[config.mk]
export PLATFORM = sky130hd
export DESIGN_NAME = ofm_writer_flat
export DESIGN_NICKNAME = d
export VERILOG_FILES = /design/src/rtl/ofm_writer_if.sv /design/src/rtl/ofm_writer.sv /design/src/flat_wrapper.sv
export SDC_FILE = /design/constraint.sdc
export NUM_CORES = 1
export LEC_CHECK = 0
export CORE_ASPECT_RATIO = 0.8
export CORE_UTILIZATION = 50
export CTS_CLUSTER_SIZE = 25
export DETAILED_ROUTE_END_ITERATION = 16
export GPL_ROUTABILITY_DRIVEN = 0
export PLACE_DENSITY = 0.75
export SYNTH_ARGS = -nofsm -noshare
export SYNTH_HDL_FRONTEND = slang
export SYNTH_SLANG_ARGS = --single-unit
[constraint.sdc]
create_clock -name clk -period 2.6 [get_ports clk]
set_input_delay 0.39 -clock clk [delete_from_list [all_inputs] [get_ports clk]]
set_output_delay 0.39 -clock clk [all_outputs]
set_load 0.005 [all_outputs]
[src/rtl/ofm_writer_if.sv]
// OFM writer port bundle: run control, valid/ready result input and the OFM write port.
interface ofm_writer_if #(
  parameter int unsigned ACC_W = 16
);
  logic             start;
  logic [8:0]       num_px;
  logic [7:0]       base_addr;
  logic             in_valid;
  logic [ACC_W-1:0] in_data;
  logic             in_ready;
  logic [7:0]       address;
  logic [7:0]       wrData;
  logic             wren;
  logic             busy;
  logic             done;

  modport master (
    output start, num_px, base_addr, in_valid, in_data,
    input  in_ready, address, wrData, wren, busy, done
  );

  modport slave (
    input  start, num_px, base_addr, in_valid, in_data,
    output in_ready, address, wrData, wren, busy, done
  );
endinterface

[src/rtl/ofm_writer.sv]
// Requantizes signed partial sums to 8-bit pixels (ReLU, round-half-up shift, saturate)
// and writes a run of num_px pixels to consecutive OFM addresses through a 2-stage pipeline.
module ofm_writer #(
  parameter int unsigned SHIFT = 4,
  parameter int unsigned ACC_W = 16
) (
  input logic         clk,
  input logic         rst,
  ofm_writer_if.slave bus
);

  typedef enum logic [1:0] {IDLE, RUN, FLUSH, DONE} state_t;

  localparam logic [ACC_W:0] RND = (ACC_W+1)'((1 << SHIFT) >> 1);

  state_t     state;
  logic [8:0] num_q;
  logic [7:0] base_q;
  logic [8:0] acc_cnt;
  logic [8:0] wr_cnt;
  logic       s1_valid;
  logic [7:0] s1_data;
  logic       xfer;

  logic [ACC_W:0] sum;
  logic [ACC_W:0] r;
  logic [7:0]     q;

  assign bus.in_ready = (state == RUN) && (acc_cnt < num_q);
  assign xfer         = bus.in_valid && bus.in_ready;

  always_comb begin
    sum = {1'b0, bus.in_data} + RND;
    r   = sum >> SHIFT;
    q   = '0;
    if (!bus.in_data[ACC_W-1]) begin
      q = (|r[ACC_W:8]) ? 8'hFF : r[7:0];
    end
  end

  always_ff @(posedge clk or posedge rst) begin
    if (rst) begin
      state       <= IDLE;
      num_q       <= '0;
      base_q      <= '0;
      acc_cnt     <= '0;
      wr_cnt      <= '0;
      s1_valid    <= 1'b0;
      s1_data     <= '0;
      bus.address <= '0;
      bus.wrData  <= '0;
      bus.wren    <= 1'b0;
      bus.busy    <= 1'b0;
      bus.done    <= 1'b0;
    end else begin
      s1_valid <= xfer;
      if (xfer) begin
        s1_data <= q;
      end

      bus.wren <= s1_valid;
      if (s1_valid) begin
        bus.address <= base_q + wr_cnt[7:0];
        bus.wrData  <= s1_data;
        wr_cnt      <= wr_cnt + 9'd1;
      end

      case (state)
        IDLE: begin
          bus.done <= 1'b0;
          if (bus.start) begin
            num_q   <= bus.num_px;
            base_q  <= bus.base_addr;
            acc_cnt <= '0;
            wr_cnt  <= '0;
            if (bus.num_px == '0) begin
              state    <= DONE;
              bus.done <= 1'b1;
            end else begin
              state    <= RUN;
              bus.busy <= 1'b1;
            end
          end
        end
        RUN: begin
          if (xfer) begin
            acc_cnt <= acc_cnt + 9'd1;
            if (9'(acc_cnt + 9'd1) == num_q) begin
              state <= FLUSH;
            end
          end
        end
        FLUSH: begin
          // Stage 2 loads from stage 1 this edge, so an empty stage 1 means both drain now.
          if (!s1_valid) begin
            state    <= DONE;
            bus.busy <= 1'b0;
            bus.done <= 1'b1;
          end
        end
        DONE: begin
          state    <= IDLE;
          bus.done <= 1'b0;
        end
        default: state <= IDLE;
      endcase
    end
  end

endmodule

[src/flat_wrapper.sv]
// flat-port wrapper written by rule: the top's interface ports become plain ports
module ofm_writer_flat 
#(
  parameter int unsigned SHIFT = 4,
  parameter int unsigned ACC_W = 16
)
  (clk, rst, bus_start, bus_num_px, bus_base_addr, bus_in_valid, bus_in_data, bus_in_ready, bus_address, bus_wrData, bus_wren, bus_busy, bus_done);
  ofm_writer_if #(.ACC_W(ACC_W)) bus_i ();
  input logic clk;
  input logic rst;
  input wire logic [$bits(bus_i.start)-1:0] bus_start;
  input wire logic [$bits(bus_i.num_px)-1:0] bus_num_px;
  input wire logic [$bits(bus_i.base_addr)-1:0] bus_base_addr;
  input wire logic [$bits(bus_i.in_valid)-1:0] bus_in_valid;
  input wire logic [$bits(bus_i.in_data)-1:0] bus_in_data;
  output wire logic [$bits(bus_i.in_ready)-1:0] bus_in_ready;
  output wire logic [$bits(bus_i.address)-1:0] bus_address;
  output wire logic [$bits(bus_i.wrData)-1:0] bus_wrData;
  output wire logic [$bits(bus_i.wren)-1:0] bus_wren;
  output wire logic [$bits(bus_i.busy)-1:0] bus_busy;
  output wire logic [$bits(bus_i.done)-1:0] bus_done;
  assign bus_i.start = bus_start;
  assign bus_i.num_px = bus_num_px;
  assign bus_i.base_addr = bus_base_addr;
  assign bus_i.in_valid = bus_in_valid;
  assign bus_i.in_data = bus_in_data;
  assign bus_in_ready = bus_i.in_ready;
  assign bus_address = bus_i.address;
  assign bus_wrData = bus_i.wrData;
  assign bus_wren = bus_i.wren;
  assign bus_busy = bus_i.busy;
  assign bus_done = bus_i.done;
  ofm_writer #(.SHIFT(SHIFT), .ACC_W(ACC_W)) u_core (.clk(clk), .rst(rst), .bus(bus_i));
endmodule
Word level (Yosys, flattened, before mapping)
Index checks and enable logic that the tools add are counted.
{"block": "totals", "in_bits": 37, "register_bits": 65, "word_cells": 61, "output_inout_bits": 20}
{"block": "classes", "n_eq_ne": 9, "magnitude_cmp": 1, "n_reduce_logical": 13, "n_addsub": 4, "n_mux": 22}
{"operator": "2-to-1 mux 9 bit", "n": 5}
{"operator": "adder 9 x 1 -> 9 bit, second input constant", "n": 2}
{"operator": "one-hot mux 9 bit (2 select lines)", "n": 1}
{"operator": "adder 16 x 4 -> 17 bit, second input constant", "n": 1}
{"operator": "2-to-1 mux 8 bit", "n": 2}
{"operator": "2-to-1 mux 2 bit", "n": 5}
{"operator": "equality test 9 bit", "n": 1}
{"operator": "zero test 9 bit", "n": 1}
{"operator": "less-than comparator 9 bit", "n": 1}
{"operator": "adder 8 bit", "n": 1}
{"operator": "!= test 2 bit, second input constant", "n": 4}
{"operator": "one-hot mux 2 bit (4 select lines)", "n": 1}
{"operator": "AND reduction 4 bit", "n": 2}
{"operator": "2-to-1 mux 1 bit", "n": 6}
{"operator": "OR reduction 5 bit", "n": 1}
{"operator": "equality test 2 bit, second input constant", "n": 2}
{"operator": "AND reduction 2 bit", "n": 2}
{"operator": "nonzero test 2 bit", "n": 2}
{"operator": "one-hot mux 1 bit (3 select lines)", "n": 1}
{"operator": "AND reduction 3 bit", "n": 1}
{"operator": "nonzero test 3 bit", "n": 1}
{"operator": "equality test 2 x 1 -> 1 bit, second input constant", "n": 1}
{"operator": "logical AND 1 bit", "n": 2}
{"operator": "zero test 2 bit", "n": 1}
{"operator": "2 further kinds", "n": 2}

Depth between registers and ports, before layout
{"block": "depth", "ltp_word": 5, "mapped_depth": 12, "ltp_nobuf": 10}

Least setup slack after synthesis
No wires, ideal clock.
{"block": "synth_path", "kind": "register -> register", "from": "register u_core.acc_cnt[1]", "to": "register u_core.state[1]", "setup_time_ps": 69, "required_time_ps": 2531, "t_arrival_ps": 2088, "period_less_slack_ps": 2157, "path_stages_with_launch": 10, "path_slack_ps": 443, "n_path_buf": 1, "path_cell_list": "dfrtp_1 -> ha_1 -> nor2b_1 -> o21a_1 -> o211ai_1 -> a31o_2 -> buf_4 -> nand4_2 -> or4_1 -> nand3_1"}
{"block": "synth_between", "elab_chain_len": 5, "elab_cells_between_ends": 8, "classes_between": "1 x add/sub; 1 x order compare; 3 x eq/ne; 3 x reduce/logical"}
{"item": "start, declared", "line": "ofm_writer.sv:19", "source": "logic [8:0] acc_cnt;"}
{"item": "start signal, assigned", "line": "ofm_writer.sv:87", "source": "acc_cnt <= acc_cnt + 9'd1;"}
{"item": "parallel branches: the longest is 4 deep, another holds adder 9 x 1 -> 9 bit"}
{"item": "AND reduction 4 bit (no source line) (*)"}
{"item": "end signal, assigned", "line": "ofm_writer.sv:43", "source": "state <= IDLE;"}
{"item": "end signal, assigned", "line": "ofm_writer.sv:77", "source": "state <= DONE;"}
{"item": "end signal, assigned", "line": "ofm_writer.sv:80", "source": "state <= RUN;"}
{"item": "end, declared", "line": "ofm_writer.sv:16", "source": "state_t state;"}
Mark *: on every way between the ends.
A chain may end at the register's enable or synchronous reset.

Worst setup path after layout
{"block": "layout_path", "from": "register u_core.acc_cnt[1]", "to": "output port bus_in_ready"}
{"block": "layout_between", "elab_chain_len": 2}
{"item": "less-than comparator 9 bit", "line": "ofm_writer.sv:29", "source": "assign bus.in_ready = (state == RUN) && (acc_cnt < num_q);"}
{"item": "logical AND 1 bit", "line": "ofm_writer.sv:29"}
{"item": "end, declared", "line": "flat_wrapper.sv:16", "source": "output wire logic [$bits(bus_i.in_ready)-1:0] bus_in_ready;"}
No other way between the ends.

==> impl_metrics.yaml <==
outcome:
  status: "completed"
floorplan:
  die_w_um: 99.8
  die-area_um2: 8010
  initial_utilization_pct: 51.8
  rows: 28
  die_h_um: 80.3
  ioPinCount: 57
  coreArea_um2: 7390
yosys:
  synth_nets: 443
  synth_top_area_share_pct: 41.8
  synth_area_leaders: "dfrtp_1 42%, mux2_2 7.6%, ha_1 7.5%"
  syn_area_um2: 3830
  yosys_warnings: 0
  ys.flop_type: "dfrtp_1"
  netlist-cell-type-count: 59
  async_reset_ff_share_pct: 100
  synth-seq-area-share_pct: 41.8
  synth_top_cell_by_area: "dfrtp_1"
  ys_ff_latch: 64
  synthCells: 382
  synth-edff-count: 0
  syn_area_per_cell_um2: 10.0
sta:
  tns_ns: 0
  period_share_pct: 96.9
  max_freq_ghz: 0.397
  final.min_clock_period_ns: 2.52
  hold_violations: 0
  finClkSkew_ns: 0.00887
  hold_ws_ns: 0.359
  tightestPinTransition_ns: 0.447
  rsz0062_at_grt: "false"
  setup_violations: 0
  max_slew_margin_pct: 70.2
  final-max-slew-violation-count: 0
finish:
  drive_above_1_share_pct: 16.6
  final_util_pct: 64.5
  diodes: 0
  syn2layout_area_growth_pct: 24.5
  nets: 508
worst_setup_path:
  worstPathCellList: "ha_1 > nor2b_1 > o21a_1 > o211ai_1 > a31o_2 > and2_1 > dlygate4sd2_1"
  timing.rr.start: "u_core.acc_cnt[1]"
  cp_slowest_cell: "dfrtp_2"
  rr_worst_depth: 10
  critPathMaxStageDelay_ns: 0.42
  cp_data_arrival_time_ns: 2.13
  crit_path_start_kind: "flip-flop"
  path_class: "reg2out"
  cp_max_fo: 2
  r2r_end: "u_core.acc_cnt[5]"
  reg2reg_slack_ns: 0.11
  critical_path_required_ns: 2.21
  end_kind: "primary output"
routing:
  vias: 3135
  antenna_left: 0
  wl_per_cell_um: 15.9
  vias_per_cell: 5.63
  routed_wl_um: 8830
  drt_iter0_markers: 232
  drc: 0
  drt-pass1-iter-count: 6
clock_tree:
  cts_tree: "built"
  clkTransAtPathRegs_ns: 0.07
  cts_buffer_depth: 2
  clock_latency_ns: 0.35
  numCtsBuffers: 9
  cts-root-buf: "clkbuf_8"
  cts_hold_buf: 0
  htreeDepth: 3
  clock_sinks: 64
power:
  p_total_w: 0.00529
  p_leak_nw: 2.07
  ir_drop_mv: 0.727
  p_per_area_nw_per_um2: 1110
global_route:
  grt_pass1_vias: 3193
  grt_pass1_wl_um: 15100
  track_usage_pct: 24.6
  antenna_found_initial: 0
  grt_remaining_overflow: 0
  grt_max_degree: 36
place:
  port-buffer-count: 53
  dpl.hpwl_um: 6320
job:
  cap_violations: 0
hold_path:
  hold_path.class: "in2async"
==> per-layer routing <==
metal / global-route usage (%) / vias up / wire length [µm]
met5: 0 / - / 0
met4: 9.71 / 0 / 167
met3: 5.57 / 18 / 485
met2: 40.3 / 105 / 4230
met1: 31.6 / 1513 / 3950
li1: - / 1499 / -
==> critical path, delay by kind of cell, from the launching register on <==
family          cells  cell delay [ns]
compound gates      3             0.59
fa+ha+maj           1             0.28
buf+inv             1             0.24
flops               1             0.42
simple gates        2             0.25
==> cells in the mapped netlist (5+ instances only) <==
library cell / instances
a21oi_1: 17
o21ai_0: 21
dfrtp_1: 64
nor3_1: 8
buf_1: 5
nand4_1: 6
inv_1: 20
nand2_1: 33
xnor2_1: 14
a211oi_1: 9
nand3_1: 13
ha_1: 23
xor2_1: 11
mux2_2: 26
nor2_1: 22
a31oi_1: 6
a21o_1: 9
o21a_1: 5
==> sequential cells by signal, summed over array words and instances, names as in the netlist <==
signal	count
u_core.wr_cnt	8
u_core.bus.done	1
u_core.bus.address	8
u_core.num_q	9
u_core.s1_data	8
u_core.base_q	8
u_core.bus.busy	1
u_core.bus.wrData	8
u_core.s1_valid	1
u_core.bus.wren	1
u_core.acc_cnt	9
u_core.state	2
==> through the flow <==
stage / setup WS [ns] / cell area, µm² / std cells
5_1_grt: 0.00533 / 4760 / 557
3_5_place_dp: 0.0724 / 4510 / 537
6_report: 0.0818 / 4760 / 557
4_1_cts: 0.0777 / 4740 / 555
3_3_place_gp: 0.128 / 4510 / 537
2_1_floorplan: 0.443 / 3830 / 382
==> layout by cell type (no fill, tap or decap), types with 3 or more instances in the layout <==
cell type / synthesis / routed
xor2_1: 11 / 11
buf_4: 4 / 17
and3_1: 3 / 3
inv_1: 20 / 19
dfrtp_1: 64 / 63
clkdlybuf4s50_1: 0 / 52
nand2_1: 33 / 33
a21oi_1: 17 / 17
a211oi_1: 9 / 8
clkbuf_8: 0 / 9
xnor2_1: 14 / 14
and2_1: 3 / 3
a31oi_1: 6 / 6
o21a_1: 5 / 5
nor3_1: 8 / 8
ha_1: 23 / 22
a21o_1: 9 / 9
nand2b_1: 3 / 3
o211ai_1: 4 / 4
nand3_1: 13 / 13
o21ai_0: 21 / 21
nor2b_1: 4 / 4
nand4_1: 6 / 6
mux2i_1: 4 / 4
nor2_1: 22 / 22
mux2_2: 26 / 26
==> worst max-delay path by stage <==
stage                         to         startpoint  slack, ns  depth (start not counted)
3_3_place_gp   u_core.s1_data[6]     bus_in_data[3]       0.13                         10
2_1_floorplan    u_core.state[1]  u_core.acc_cnt[1]       0.44                          9
6_report            bus_in_ready  u_core.acc_cnt[1]       0.08                          7
5_1_grt          u_core.state[1]  u_core.acc_cnt[1]      0.005                          9
3_5_place_dp   u_core.s1_data[2]     bus_in_data[3]       0.07                         10
4_1_cts             bus_in_ready    u_core.num_q[1]       0.08                          8
==> logic make-up (layout without fill, tap and decap cells) <==
group	Yosys count	count (layout)	share of synthesized area [%]
xor+xnor	25	25	5.72
simple gates	110	110	15.1
flops	64	64	41.8
compound gates	90	90	15.9
fa+ha+maj	24	24	8.04
buf+inv	39	109	4.67
mux	30	30	8.70
==> final cells by class <==
| type | instances | area (µm²) |
|---|---|---|
| repair buffers | 71 | 677 |
| fillers | 557 | 2630 |
| flip-flops and latches | 64 | 1600 |
| clock buffers | 11 | 131 |
| multi-input cells | 279 | 2050 |
| well taps | 105 | 131 |
| clock inverters | 5 | 81.3 |
| inverters | 22 | 86.3 |
==> where the power goes <==
part,internal [W],total [W],switching [W],leakage [nW]
Combinational,0.00133,0.00258,0.00125,1.17
Sequential,0.00144,0.00177,0.000329,0.800
Clock,0.000540,0.000937,0.000397,0.104
Total,0.00331,0.00529,0.00198,2.07
==> repair_timing <==
action	CTS	global route
pin swaps	2	0
endpoints found under the setup margin	1	6
gates resized for setup	2	3
setup buffers	2	2
(Power assumes the default switching activity.)
